--- config.mk ---
export PLATFORM = sky130hd
export DESIGN_NAME = victim_buffer
export DESIGN_NICKNAME = d
export VERILOG_FILES = /design/src/rtl/victim_pkg.sv /design/src/rtl/victim_store.sv /design/src/rtl/victim_buffer.sv
export SDC_FILE = /design/constraint.sdc
export NUM_CORES = 1
export LEC_CHECK = 0
export ABC_AREA = 0
export CAP_MARGIN = 20
export CORE_MARGIN = 4
export CORE_UTILIZATION = 57
export CTS_CLUSTER_DIAMETER = 50
export CTS_CLUSTER_SIZE = 14
export DETAILED_ROUTE_END_ITERATION = 8
export MAX_ROUTING_LAYER = met4
export PLACE_DENSITY = 0.85
export SETUP_SLACK_MARGIN = 0.4
export SLEW_MARGIN = 0
export SYNTH_ARGS = -nofsm -noshare
export SYNTH_HDL_FRONTEND = slang
export SYNTH_SLANG_ARGS = --single-unit
--- constraint.sdc ---
create_clock -name clk -period 11 [get_ports clk]
set_input_delay 2.2 -clock clk [delete_from_list [all_inputs] [get_ports clk]]
set_output_delay 2.2 -clock clk [all_outputs]
set_load 0.1 [all_outputs]
--- src/rtl/victim_pkg.sv ---
// Shared types for the victim (write-back) buffer: entry layout, drain FSM states and
// line geometry.
package victim_pkg;

  localparam int LINE_OFFSET_BITS = 4;
  localparam int VB_WIDTH         = 128;
  localparam int VB_ADDR_WIDTH    = 16;
  localparam int VB_TAG_WIDTH     = VB_ADDR_WIDTH - LINE_OFFSET_BITS;

  typedef struct packed {
    logic [VB_TAG_WIDTH-1:0] tag;
    logic [VB_WIDTH-1:0]     data;
  } entry_t;

  localparam int ENTRY_BITS = $bits(entry_t);

  typedef enum logic {
    IDLE,
    WRITE
  } drain_state_t;

endpackage

--- src/rtl/victim_store.sv ---
// DEPTH-entry register file for the victim buffer: one write port, a head read port, and
// flattened entry/valid vectors for the forwarding compare.
module victim_store
  import victim_pkg::*;
#(
  parameter int DEPTH = 4,
  localparam int PTR_W = $clog2(DEPTH)
) (
  input  logic                        clk,
  input  logic                        we,
  input  logic [PTR_W-1:0]            waddr,
  input  entry_t                      wentry,
  input  logic [PTR_W-1:0]            head,
  input  logic [PTR_W:0]              count,
  output entry_t                      head_entry,
  output logic [DEPTH*ENTRY_BITS-1:0] entries_flat,
  output logic [DEPTH-1:0]            valid
);

  entry_t mem [DEPTH];

  always_ff @(posedge clk) begin
    if (we) mem[waddr] <= wentry;
  end

  assign head_entry = mem[head];

  // A slot is live when its distance from head (modulo DEPTH) is below the fill count.
  for (genvar i = 0; i < DEPTH; i++) begin : g_slot
    assign entries_flat[i*ENTRY_BITS +: ENTRY_BITS] = mem[i];
    assign valid[i] = ({1'b0, PTR_W'(i) - head} < count);
  end

endmodule

--- src/rtl/victim_buffer.sv ---
// Write-back victim buffer: FIFO of evicted lines drained oldest-first to pmem.
// Optional miss-address forwarding is enabled by defining VICTIM_FWD_EN.
module victim_buffer
  import victim_pkg::*;
#(
  parameter int WIDTH      = VB_WIDTH,
  parameter int DEPTH      = 4,
  parameter int ADDR_WIDTH = VB_ADDR_WIDTH
) (
  input  logic                   clk,
  input  logic                   reset,
  input  logic                   in_valid,
  output logic                   in_ready,
  input  logic [ADDR_WIDTH-1:0]  in_addr,
  input  logic [WIDTH-1:0]       in_data,
  output logic                   pmem_write,
  output logic [ADDR_WIDTH-1:0]  pmem_address,
  output logic [WIDTH-1:0]       pmem_wdata,
  input  logic                   pmem_resp,
  input  logic [ADDR_WIDTH-1:0]  lookup_addr,
  output logic                   lookup_hit,
  output logic [WIDTH-1:0]       lookup_data,
  output logic                   empty,
  output logic [$clog2(DEPTH):0] count
);

  localparam int PTR_W = $clog2(DEPTH);
  localparam int CNT_W = PTR_W + 1;

  drain_state_t                state;
  logic [PTR_W-1:0]            head;
  logic [PTR_W-1:0]            tail;
  logic                        push;
  logic                        pop;
  entry_t                      in_entry;
  entry_t                      head_entry;
  logic [DEPTH*ENTRY_BITS-1:0] entries_flat;
  logic [DEPTH-1:0]            valid;
  logic                        unused_bits;

  assign in_ready = (count != CNT_W'(DEPTH));
  assign empty    = (count == '0);
  assign push     = in_valid && in_ready;
  assign pop      = (state == WRITE) && pmem_resp;
  assign in_entry = '{tag: in_addr[ADDR_WIDTH-1:LINE_OFFSET_BITS], data: in_data};

  victim_store #(.DEPTH(DEPTH)) u_store (
    .clk          (clk),
    .we           (push),
    .waddr        (tail),
    .wentry       (in_entry),
    .head         (head),
    .count        (count),
    .head_entry   (head_entry),
    .entries_flat (entries_flat),
    .valid        (valid)
  );

  // Pointer/count bookkeeping and the drain FSM; the request fields are latched on entry
  // to WRITE so they stay stable until memory answers.
  always_ff @(posedge clk) begin
    if (reset) begin
      state        <= IDLE;
      count        <= '0;
      head         <= '0;
      tail         <= '0;
      pmem_write   <= 1'b0;
      pmem_address <= '0;
      pmem_wdata   <= '0;
    end else begin
      if (push) tail <= tail + PTR_W'(1);
      if (pop)  head <= head + PTR_W'(1);
      count <= count + CNT_W'(push) - CNT_W'(pop);
      case (state)
        IDLE: begin
          if (count != '0) begin
            state        <= WRITE;
            pmem_write   <= 1'b1;
            pmem_address <= {head_entry.tag, LINE_OFFSET_BITS'(0)};
            pmem_wdata   <= head_entry.data;
          end
        end
        WRITE: begin
          if (pmem_resp) begin
            state        <= IDLE;
            pmem_write   <= 1'b0;
            pmem_address <= '0;
            pmem_wdata   <= '0;
          end
        end
        default: state <= IDLE;
      endcase
    end
  end

`ifdef VICTIM_FWD_EN
  logic [PTR_W-1:0] idx;
  entry_t           cand;

  // Walk live entries oldest to youngest so the youngest matching line ends up selected.
  always_comb begin
    lookup_hit  = 1'b0;
    lookup_data = '0;
    idx         = '0;
    cand        = '0;
    for (int k = 0; k < DEPTH; k++) begin
      idx  = head + PTR_W'(k);
      cand = entries_flat[int'(idx)*ENTRY_BITS +: ENTRY_BITS];
      if (valid[idx] && (cand.tag == lookup_addr[ADDR_WIDTH-1:LINE_OFFSET_BITS])) begin
        lookup_hit  = 1'b1;
        lookup_data = cand.data;
      end
    end
  end

  assign unused_bits = ^{in_addr[LINE_OFFSET_BITS-1:0], lookup_addr[LINE_OFFSET_BITS-1:0]};
`else
  assign lookup_hit  = 1'b0;
  assign lookup_data = '0;
  assign unused_bits = ^{in_addr[LINE_OFFSET_BITS-1:0], lookup_addr, entries_flat, valid};
`endif

endmodule

**After elaboration in Yosys (flattened, before gate mapping)**

Memory sizes are Yosys's and may differ from the RTL's. A register that Yosys moved wholly into a read port is not among the register bits.
Cells that the tools add are included.
W data, S select, Z words.

- Flip-flop bits (word level): 153
- Bits in writable memories: 560
- Output and inout port bits: 279
- Memories: 1

- Add/subtract/negate cells: 4
- Equal/unequal tests: 3
- Multiplexer cells: 16
- Bitwise gates (word level): 1
- Reductions and logical operators: 5

Memory list:

| name | depth | bits a word | read ports | clocked after Yosys merged registers in | wr ports | RTL line | text |
|---|---|---|---|---|---|---|---|
| u_store.mem | 4 | 140 | 1 | 1 | 1 | victim_store.sv:20 | `entry_t mem [DEPTH];` |

Operators with widths:

| kind | number |
|---|---|
| $mux W128 | 2 |
| $pmux W128 S2 | 1 |
| $mux W16 | 2 |
| $pmux W16 S2 | 1 |
| $mux W1 | 6 |
| $add A2 B1 Y2 const B | 2 |
| $mux W2 | 2 |
| $ne A2 B2 Y1 const B | 2 |
| $pmux W1 S2 | 2 |
| $add A3 B1 Y3 | 1 |
| $logic_not A3 Y1 | 1 |
| $ne A3 B3 Y1 const B | 1 |
| $reduce_bool A3 Y1 | 1 |
| $sub A3 B1 Y3 | 1 |
| $logic_and A1 B1 Y1 | 2 |
| $reduce_and A2 Y1 | 1 |
| $not A1 Y1 | 1 |

**Longest topological paths before layout**

Gate-level depths: netlist of the first run.

- Depth in word-level cells: 4
- Gate-level depth with buffers: 11
- Depth with buffers taken out: 10

**By module**

From an unflattened synthesis of the first run, not the netlist that was laid out.

- Cells, all modules: 1,246
- Area, all modules: 25,986.2 sq um

By module, submodules not included:

| module | times used | cells each | area an instance (sq um) | seq. area each (sq um) |
|---|---|---|---|---|
| victim_store | 1 | 755 | 20,333.3 | 16,816.1 |
| victim_buffer | 1 | 491 | 5,652.9 | 2,982.9 |

**Least setup slack after synthesis of the first run**

OpenSTA, ideal clock, no wires.

- Path kind: input to register
- From: input port in_valid
- To: memory u_store.mem[0][0] (netlist bit), enable pin
- Library setup time: 517 ps
- Arrival time: 5,714 ps
- Data required time: 10,483 ps
- Path slack: 4,769 ps
- Cell stages on the path: 2
- Path buffers: 1
- Cell sequence: buf_1 -> and3_1

- Longest elaborated chain between the ends: 3

Ends and longest elaborated chain:

| element | RTL line | text |
|---|---|---|
| start, declared | victim_buffer.sv:12 | `input logic in_valid,` |
| $logic_and A1 B1 Y1 | victim_buffer.sv:43 | `assign push = in_valid && in_ready;` |
| $mux W1 | victim_store.sv:23 | `if (we) mem[waddr] <= wentry;` |
| $mux W1 (implied by the code) | victim_store.sv:23 |  |
| end, declared | victim_store.sv:20 |  |

No other way between the ends.

**Worst setup path after layout of the first run**

- From: register count[1]
- To: output port empty

- Longest elaborated chain between the ends: 1

Ends and longest elaborated chain:

| element | RTL line | text |
|---|---|---|
| start, declared | victim_buffer.sv:24 | `output logic [$clog2(DEPTH):0] count` |
| start signal, assigned | victim_buffer.sv:73 | `count <= count + CNT_W'(push) - CNT_W'(pop);` |
| $logic_not A3 Y1 | victim_buffer.sv:42 | `assign empty = (count == '0);` |
| end, declared | victim_buffer.sv:23 | `output logic empty,` |

No other way between the ends.

==> results of run 1 <==
kinds of logic (layout without fill, tap and decap cells):
kind of cell | Yosys count | after routing | share of synthesized area (%)
XOR/XNOR | 3 | 3 | 0.102
AND/OR/NAND/NOR | 24 | 24 | 0.514
AO/OA/AOI/OAI | 146 | 146 | 4.94
adder cells (fa/ha/maj) | 7 | 7 | 0.368
multiplexers | 140 | 140 | 12.2
buffers and inverters | 202 | 418 | 5.03
other | 1 | 145 | 0.0145
flip-flops | 711 | 711 | 76.8
cells in the final DEF (no fill, tap or decap), types with 3 or more instances in the layout:
master             n
mux4_2           140
nor2_1             6
ha_1               6
clkbuf_16         58
inv_1              4
a21o_1             3
clkdlybuf4s50_1  289
nand3_1            3
and3_4             4
dfxtp_1          149
clkbuf_1          42
edfxtp_1         560
a22o_1           140
buf_4             17
and2_1             3
diode_2           12
conb_1           133
metrics by stage:
stage	power, W	cells	cell area (um2)
after floorplan	0.00619	1366	26300
after CTS	0.00888	2174	30500
final	0.00881	2186	30600
after global routing	0.00911	2186	30600
after detailed placement	0.00697	2066	28800
after global placement	0.00692	2066	28800
worst min path at each step:
stage	from	end	slack, ns
floorplan	head[1]	flip-flop	0.48
global placement	pmem_write	pmem_write	0.44
detailed placement	pmem_write	pmem_write	0.45
CTS	pmem_write	pmem_write	0.46
global route	pmem_write	pmem_write	0.49
finish	pmem_write	pmem_write	0.46
flip-flops by register name, summed over array words and instances, names as in the netlist, named ones only:
name,cells
u_store.mem,560
pmem_wdata,128
pmem_address,12
count,3
head,2
tail,2
pmem_write,1
state,1
power groups by stage:
stage	registers, W	logic (W)	clock network [W]
after floorplan	0.00517	0.00102	0
after global placement	0.00358	0.00335	0
after detailed placement	0.00360	0.00337	0
after CTS	0.00355	0.00339	0.00193
after global routing	0.00359	0.00347	0.00206
final	0.00355	0.00336	0.00189
cell type report:
type / instances / area (um2)
repair buffers: 306 / 3020
diodes: 12 / 30.0
fillers: 2670 / 13900
clock inverters: 6 / 66.3
flip-flops and latches: 711 / 19800
multi-input cells: 453 / 5210
clock buffers: 102 / 1640
inverters: 4 / 15.0
well taps: 592 / 741
layer usage:
layer | wire [um] | global-route usage, %
met1 | 19000 | 26.2
met2 | 28000 | 37.4
met3 | 4390 | 5.99
met4 | 2300 | 9.30
met5 | 0 | -
==> results by group, run 1 <==
Run status
  • Outcome: complete, no violations

Pwr
  • Relative contribution of the clock network to total power: 21.5%
  • Power per Cell Area: 288 nW/um2
  • Sequential fraction of design power: 40.3%
  • Sw Ratio: 41.2%
  • Share of power burned in combinational logic: 38.2%
  • Leakage power summed over all cells: 10.1 nW
  • Total internal power: 0.00518 W
  • Worst supply voltage drop on vdd: 299 uV
  • Switching power: 0.00363 W

Global routing
  • Initial antenna violation count: 14
  • Total grt overflow: 0
  • Via count of the first global-routing pass: 12,900
  • Overall fraction of global-route tracks in use: 22.5%
  • First-pass GRT wire length: 81,600 um
  • Pin count of the biggest net entering global routing: 77

Worst setup path
  • Cell family contributing the most delay on the critical path: buffers and inverters
  • Worst EP required: 8.80 ns
  • Crit-path cells: nor3_1, clkdlybuf4s50_1
  • Critical Path Max Stage Delay: 1.27 ns
  • Buffers plus inverters on the worst setup path: 1
  • Register-to-register path setup slack: 7.87 ns
  • Reg2Reg Capture Point: pmem_wdata[35]
  • Category of the worst setup path capture point: output port
  • Crit path capture: empty
  • Launching element type of the critical path: flip-flop
  • Largest fanout on the critical path: 7
  • CP arrival: 2.64 ns
  • Number of cell instances on the worst register-to-register path: 4
  • Logic depth of the worst setup path including buffers: 2
  • Start point of the critical path: count[1]
  • Worst Path Class, Setup: reg2out
  • Cell at the slowest stage of the critical path: clkdlybuf4s50_1

Detailed routing
  • Via count: 12,400
  • First DRT Iteration DRCs: 917
  • Detail Route Antenna Nets: 0
  • Vias per inst: 5.69
  • First-pass iteration count of the detailed router: 4
  • Total length of routed wires: 53,700 um
  • DRC violation count after routing: 0
  • Routed WL per cell: 24.6 um

Yosys
  • Number of distinct library cell variants in the gate-level netlist after synthesis: 27
  • Sequential share of the synthesized area: 76.8%
  • Leading cell types by total area after synthesis: edfxtp_1 (65%), mux4_2 (12%), dfxtp_1 (12%)
  • Number of standard cells after synthesis: 1,234
  • Ys flop type: edfxtp_1
  • Yosys top cell by area: edfxtp_1
  • Post-Syn Area per Cell: 20.9 um2
  • Area share of the largest cell type after synthesis: 65.1%
  • Cell with the most instances after synthesis: edfxtp_1
  • EDFF count, synth: 560
  • Most common library cells after synthesis: edfxtp_1 (560), dfxtp_1 (151), a22o_1 (140), mux4_2 (140), buf_4 (135)
  • Area of the mapped netlist: 25,800 um2
  • Count of state elements after synthesis: 711
  • Async set or reset register ratio after synthesis: 0%
  • Number of warning messages in the yosys log: 0

Timing
  • Worst relative slew slack: 24.7%
  • Hold WS: 0.459 ns
  • Clock tree skew after final layout: 0.0263 ns
  • Tmin final: 4.84 ns
  • Setup TNS: 0 ns
  • Setup slack of the critical path after layout: 6.16 ns
  • Period Utilization, post-route: 44.0%
  • Max Freq: 0.206 GHz
  • Slew of the pin with the lowest slew margin: 1.13 ns
  • Final slew viol count: 0
  • Setup violators final: 0
  • Unrepaired setup endpoints after global routing: false
  • Total count of hold-check failures in the final report: 0

Die
  • Width of the chip: 221 um
  • Boundary Pins: 443
  • Initial core utilization: 58.0%
  • Number of standard-cell rows in the floorplan: 77
  • Die ar.: 48,800 um2
  • Die Height: 221 um
  • Core area: 44,500 um2

Layout
  • Layout net count: 1,705
  • Post-layout utilization of the core: 68.7%
  • Layout overhead on the synthesized area: 18.3%
  • Fraction of layout cells with a size suffix above 1: 14.7%

Placed design
  • Routability congestion estimate from global placement: 0.786
  • Pre-CTS setup slack: 5.85 ns
  • Post-detail-place hpwl: 32,000 um
  • Count of input and output buffers: 289

Clock tree
  • Clk_lat worst skew: 0.62 ns
  • CTS tree: built
  • Hold buffer count at cts: 0
  • Post-CTS sizing: 0
  • CTS root buffer: clkbuf_16
  • CTS H-Tree Depth: 2
  • Clk pin slew, worst setup/hold paths: 0.06 ns
  • Number of buffers created by CTS: 58
  • Clk sink count: 711
  • Number of setup buffers added after CTS: 0
  • Max clock buf depth: 3

Hold path
  • Hold Path Cell Cnt: 1
  • Class of the tightest hold or removal check: reg2reg

Job
  • Maximum capacitance violations: 0
Note: power is estimated with default switching activity, not from simulation.
==> run 2, diff against run 1 <==
CORE_UTILIZATION = 48   (was 57)
PLACE_DENSITY = 0.76   (was 0.85)
clock period = 4.1 ns   (was 11 ns; I/O delays follow)
==> results by group, run 2 (same netlist as run 1, synthesis figures left out) <==
Run status
  • Outcome: complete, no violations (unchanged)

Die
  • Die Height: 240 um (was 221 um)
  • Boundary Pins: 443 (unchanged)
  • Die ar.: 57,600 um2 (was 48,800 um2)
  • Core area: 52,900 um2 (was 44,500 um2)
  • Number of standard-cell rows in the floorplan: 84 (was 77)
  • Width of the chip: 240 um (was 221 um)
  • Initial core utilization: 48.8% (was 58.0%)

Worst setup path
  • Worst EP required: 3.28 ns (was 8.80 ns)
  • Start point of the critical path: count[2] (was count[1])
  • Cell at the slowest stage of the critical path: clkdlybuf4s50_1 (unchanged)
  • CP arrival: 2.65 ns (was 2.64 ns)
  • Critical Path Max Stage Delay: 1.03 ns (was 1.27 ns)
  • Number of cell instances on the worst register-to-register path: 10 (was 4)
  • Launch point of the worst reg-to-reg path: count[2]
  • Launching element type of the critical path: flip-flop (unchanged)
  • Reg2Reg Capture Point: count[2] (was pmem_wdata[35])
  • Register-to-register path setup slack: 1.54 ns (was 7.87 ns)
  • Crit-path cells: or3b_2, clkdlybuf4s50_1 (was nor3_1, clkdlybuf4s50_1)
  • Worst Path Class, Setup: reg2out (unchanged)
  • Category of the worst setup path capture point: output port (unchanged)
  • Largest fanout on the critical path: 10 (was 7)
  • Crit path capture: in_ready (was empty)

Clock tree
  • CTS H-Tree Depth: 3 (was 2)
  • Number of setup buffers added after CTS: 0 (unchanged)
  • Max clock buf depth: 3 (unchanged)
  • Post-CTS sizing: 0 (unchanged)
  • Clk pin slew, worst setup/hold paths: 0.06 ns (about the same)
  • CTS tree: built (unchanged)
  • Hold buffer count at cts: 0 (unchanged)
  • Clk_lat worst skew: 0.59 ns (was 0.62 ns)
  • CTS root buffer: clkbuf_16 (unchanged)
  • Number of buffers created by CTS: 69 (was 58)
  • Clk sink count: 711 (unchanged)

Layout
  • Register with the highest flop count: u_store.mem (unchanged)
  • Most frequent cells in the layout: edfxtp_1 (560), clkdlybuf4s50_1 (287), dfxtp_1 (149) (was edfxtp_1 (560), clkdlybuf4s50_1 (289), dfxtp_1 (149))
  • Filler cell count in the final layout: 3,700 (was 2,670)
  • Layout overhead on the synthesized area: 21.9% (was 18.3%)
  • Area of the multi-input gates: 5210 um2 (about the same)
  • Area of all sequential standard cells: 19,800 um2 (unchanged)
  • Number of flip-flops under the largest register name: 560 (unchanged)
  • Layout net count: 1,739 (was 1,705)
  • Fraction of layout cells with a size suffix above 1: 17.8% (was 14.7%)
  • Registers with the highest flip-flop counts: u_store.mem x560, pmem_wdata x128, pmem_address x12 (unchanged)
  • Commonest non-fill, non-tap cell in the layout: edfxtp_1 (unchanged)
  • Layout Cells excl Fill: 2,316 (was 2,186)

Timing
  • Setup violators final: 0 (unchanged)
  • Hold WS: 0.456 ns (was 0.459 ns)
  • Worst relative slew slack: 26.0% (was 24.7%)
  • Period Utilization, post-route: 84.7%
  • Slew of the pin with the lowest slew margin: 1.11 ns (was 1.13 ns)
  • Setup slack of the critical path after layout: 0.626 ns (was 6.16 ns)
  • Setup TNS: 0 ns (unchanged)
  • Max Freq: 0.288 GHz
  • Final slew viol count: 0 (unchanged)
  • Clock tree skew after final layout: 0.0175 ns (was 0.0263 ns)
  • Total count of hold-check failures in the final report: 0 (unchanged)
  • Tmin final: 3.47 ns
  • Unrepaired setup endpoints after global routing: false (unchanged)

Global routing
  • First-pass GRT wire length: 80,700 um (was 81,600 um)
  • Pin count of the biggest net entering global routing: 106 (was 77)
  • Total grt overflow: 0 (unchanged)
  • Overall fraction of global-route tracks in use: 19.2% (was 22.5%)
  • Via count of the first global-routing pass: 12,900 (about the same)
  • Initial antenna violation count: 7 (was 14)

Detailed routing
  • Top routing layer used: met4 (unchanged)
  • Detailed-route wire length on metal 1: 20,400 um (was 19,000 um)
  • Total met2 wirelength after detailed routing: 28,000 um (about the same)
  • Vias per inst: 5.39 (was 5.69)
  • First DRT Iteration DRCs: 835 (was 917)
  • Routed wl met3: 4470 um (was 4390 um)
  • Routed WL per cell: 23.3 um (was 24.6 um)
  • Via count: 12,500 (was 12,400)
  • Total length of routed wires: 54,000 um (was 53,700 um)
  • DRC violation count after routing: 0 (unchanged)
  • Detail Route Antenna Nets: 0 (unchanged)
  • First-pass iteration count of the detailed router: 5 (was 4)

Placed design
  • Pre-CTS setup slack: 1.04 ns (was 5.85 ns)
  • Count of input and output buffers: 289 (unchanged)
  • Placed instance count: 2,185 (was 2,066)
  • Routability congestion estimate from global placement: 0.766 (was 0.786)
  • Post-detail-place hpwl: 32,800 um (was 32,000 um)

Pwr
  • Worst supply voltage drop on vdd: 547 uV (was 299 uV)
  • Overall power of the completed layout: 0.0247 W (was 0.00881 W)
  • Power per Cell Area: 786 nW/um2 (was 288 nW/um2)
  • Leakage power summed over all cells: 10.6 nW (was 10.1 nW)

Hold path
  • Class of the tightest hold or removal check: reg2reg (unchanged)

Job
  • Maximum capacitance violations: 0 (unchanged)
[run 2: layout make-up]
type / instances / area share (%)
timing repair buffer: 329 / 10.7
antenna: 7 / 0.0557
sequential: 711 / 63.1
multi-input combinational: 453 / 16.6
clock inverter: 24 / 0.819
clock buffer: 100 / 6.05
inverter: 4 / 0.0477
tap: 688 / 2.73
[run 2: power breakdown]
| part | internal (W) | switching (W) |
|---|---|---|
| clock network | 0.00342 | 0.00266 |
| registers | 0.00895 | 0.000564 |
| logic | 0.00234 | 0.00679 |
[run 2: worst min-delay path by stage]
stage / start / cells past startpoint / to / slack, ns
global placement: pmem_write / 1 / pmem_write / 0.44
global route: pmem_write / 1 / pmem_write / 0.48
finish: pmem_write / 1 / pmem_write / 0.46
CTS: pmem_write / 1 / pmem_write / 0.46
floorplan: head[1] / 2 / flip-flop / 0.48
detailed placement: pmem_write / 1 / pmem_write / 0.45
[run 2: metrics by stage]
step	utilization (%)	area, um2
final	59.5	31500
after global routing	59.5	31500
after CTS	59.5	31500
after detailed placement	55.4	29300
after global placement	55.4	29300
after floorplan	-	26300
[run 2: worst max-delay path: cells and delay by family, from the launching register on]
family | cells | cell delay (ns)
buffers and inverters | 1 | 1.03
flip-flops | 1 | 0.43
AND/OR/NAND/NOR | 1 | 0.60
[run 2: routing by layer]
metal | vias to the layer above | GRT usage [%]
met5 | - | -
met4 | 0 | 5.56
met3 | 71 | 5.75
met2 | 465 | 32.0
met1 | 6518 | 22.9
li1 | 5434 | -
==> run 3, diff against run 2 <==
CORE_UTILIZATION = 53   (was 48)
PLACE_DENSITY = 0.8   (was 0.76)
clock period = 3.6 ns   (was 4.1 ns; I/O delays follow)
==> results by group, run 3 (same netlist as run 1, synthesis figures left out) <==
Timing
  • Setup TNS: 0 ns (unchanged)
  • Clock tree skew after final layout: 0.0372 ns (was 0.0175 ns)
  • Worst relative slew slack: 28.4% (was 26.0%)
  • Max Freq: 0.337 GHz
  • Slew of the pin with the lowest slew margin: 1.07 ns (was 1.11 ns)
  • Final slew viol count: 0 (unchanged)
  • Total count of hold-check failures in the final report: 0 (unchanged)
  • Setup violators final: 0 (unchanged)
  • Setup slack of the critical path after layout: 0.634 ns (was 0.626 ns)
  • Unrepaired setup endpoints after global routing: false (unchanged)
  • Tmin final: 2.97 ns
  • Period Utilization, post-route: 82.4%

Worst setup path
  • Largest fanout on the critical path: 2 (was 10)
  • Worst Path Class, Setup: reg2out (unchanged)
  • Worst EP required: 2.88 ns (was 3.28 ns)
  • Buffers plus inverters on the worst setup path: 1 (unchanged)
  • Cell family contributing the most delay on the critical path: buffers and inverters (unchanged)
  • Launching element type of the critical path: flip-flop (unchanged)
  • Crit-path cells: clkdlybuf4s50_1 (was or3b_2, clkdlybuf4s50_1)
  • Cell at the slowest stage of the critical path: clkdlybuf4s50_1 (unchanged)
  • CP arrival: 2.25 ns (was 2.65 ns)
  • Critical Path Max Stage Delay: 1.19 ns (was 1.03 ns)
  • Category of the worst setup path capture point: output port (unchanged)

Placed design
  • Placed instance count: 2,101 (was 2,185)
  • Count of input and output buffers: 289 (unchanged)
  • Pre-CTS setup slack: 0.561 ns (was 1.04 ns)
  • Post-detail-place hpwl: 33,500 um (was 32,800 um)
  • Routability congestion estimate from global placement: 0.779 (was 0.766)

Layout
  • Layout Cells excl Fill: 2,224 (was 2,316)
  • Registers with the highest flip-flop counts: u_store.mem x560, pmem_wdata x128, pmem_address x12 (unchanged)
  • Fraction of layout cells with a size suffix above 1: 18.3% (was 17.8%)
  • Register with the highest flop count: u_store.mem (unchanged)
  • Most frequent cells in the layout: edfxtp_1 (560), clkdlybuf4s50_1 (257), dfxtp_1 (146) (was edfxtp_1 (560), clkdlybuf4s50_1 (287), dfxtp_1 (149))
  • Layout net count: 1,720 (was 1,739)
  • Filler cell count in the final layout: 3,122 (was 3,700)
  • Layout overhead on the synthesized area: 20.1% (was 21.9%)
  • Number of flip-flops under the largest register name: 560 (unchanged)
  • Commonest non-fill, non-tap cell in the layout: edfxtp_1 (unchanged)

Run status
  • Outcome: complete, no violations (unchanged)

Global routing
  • Overall fraction of global-route tracks in use: 21.6% (was 19.2%)
  • First-pass GRT wire length: 83,200 um (was 80,700 um)
  • Via count of the first global-routing pass: 13,000 (was 12,900)
  • Total grt overflow: 0 (unchanged)
  • Pin count of the biggest net entering global routing: 76 (was 106)
  • Initial antenna violation count: 13 (was 7)

Clock tree
  • Hold buffer count at cts: 0 (unchanged)
  • Post-CTS sizing: 0 (unchanged)
  • CTS tree: built (unchanged)
  • CTS root buffer: clkbuf_16 (unchanged)
  • CTS H-Tree Depth: 2 (was 3)
  • Clk pin slew, worst setup/hold paths: 0.06 ns (about the same)
  • Clk sink count: 711 (unchanged)
  • Max clock buf depth: 3 (unchanged)
  • Clk_lat worst skew: 0.61 ns (was 0.59 ns)
  • Number of setup buffers added after CTS: 0 (unchanged)
  • Number of buffers created by CTS: 61 (was 69)

Die
  • Boundary Pins: 443 (unchanged)
  • Die ar.: 52,300 um2 (was 57,600 um2)
  • Die Height: 229 um (was 240 um)
  • Initial core utilization: 53.9% (was 48.8%)
  • Width of the chip: 229 um (was 240 um)
  • Number of standard-cell rows in the floorplan: 80 (was 84)
  • Core area: 47,900 um2 (was 52,900 um2)

Job
  • Maximum capacitance violations: 0 (unchanged)

Pwr
  • Power per Cell Area: 886 nW/um2 (was 786 nW/um2)
  • Leakage power summed over all cells: 10.4 nW (was 10.6 nW)
  • Worst supply voltage drop on vdd: 719 uV (was 547 uV)

Hold path
  • Class of the tightest hold or removal check: reg2reg (unchanged)

Detailed routing
  • Vias per inst: 5.64 (was 5.39)
  • Detail Route Antenna Nets: 0 (unchanged)
  • DRC violation count after routing: 0 (unchanged)
  • First DRT Iteration DRCs: 847 (was 835)
  • Via count: 12,500 (about the same)
  • Total length of routed wires: 55,400 um (was 54,000 um)
  • First-pass iteration count of the detailed router: 5 (unchanged)
  • Routed WL per cell: 24.9 um (was 23.3 um)
## run 3: final timing paths
path | slack [ns] | cells after the start | endpoint | start
max | 0.63 | 1 | pmem_wdata[74] | pmem_wdata[74]
min | 0.47 | 1 | pmem_wdata[23] | pmem_wdata[23]
max reg2reg | 1.03 | 10 | count[2] | count[1]
min reg2reg | 0.47 | 1 | pmem_wdata[23] | pmem_wdata[23]
## run 3: layout make-up
class	count	area, um2	area share, %
flip-flops and latches	711	19900	64.0
well taps	615	769	2.48
diodes	12	30.0	0.0969
inverters	4	15.0	0.0484
multi-input cells	453	5210	16.8
clock inverters	11	140	0.452
clock buffers	100	1730	5.59
repair buffers	318	3260	10.5
## run 3: layer usage
layer	vias to the layer above	wire length (um)	GRT usage [%]
li1	5399	-	-
met1	6504	20700	26.3
met2	523	28000	35.0
met3	117	4610	5.96
met4	0	2080	8.29
met5	-	0	-
## run 3: per-stage QoR
stage                     power [W]  cell area [um2]  utilization (%)  hold slack [ns]
after floorplan              0.0189            26400                -            0.485
after global placement       0.0213            29100             60.7            0.439
after detailed placement     0.0215            29100             60.7            0.464
after CTS                    0.0277            31000             64.6            0.481
after global routing         0.0284            31000             64.7            0.489
final                        0.0275            31000             64.7            0.475
## run 3: power breakdown
part	leakage (nW)	total, W	internal [W]	switching (W)
combinational	3.15	0.0104	0.00263	0.00776
sequential	6.37	0.0109	0.0102	0.000670
clock	0.902	0.00621	0.00338	0.00283
total	10.4	0.0275	0.0162	0.0113
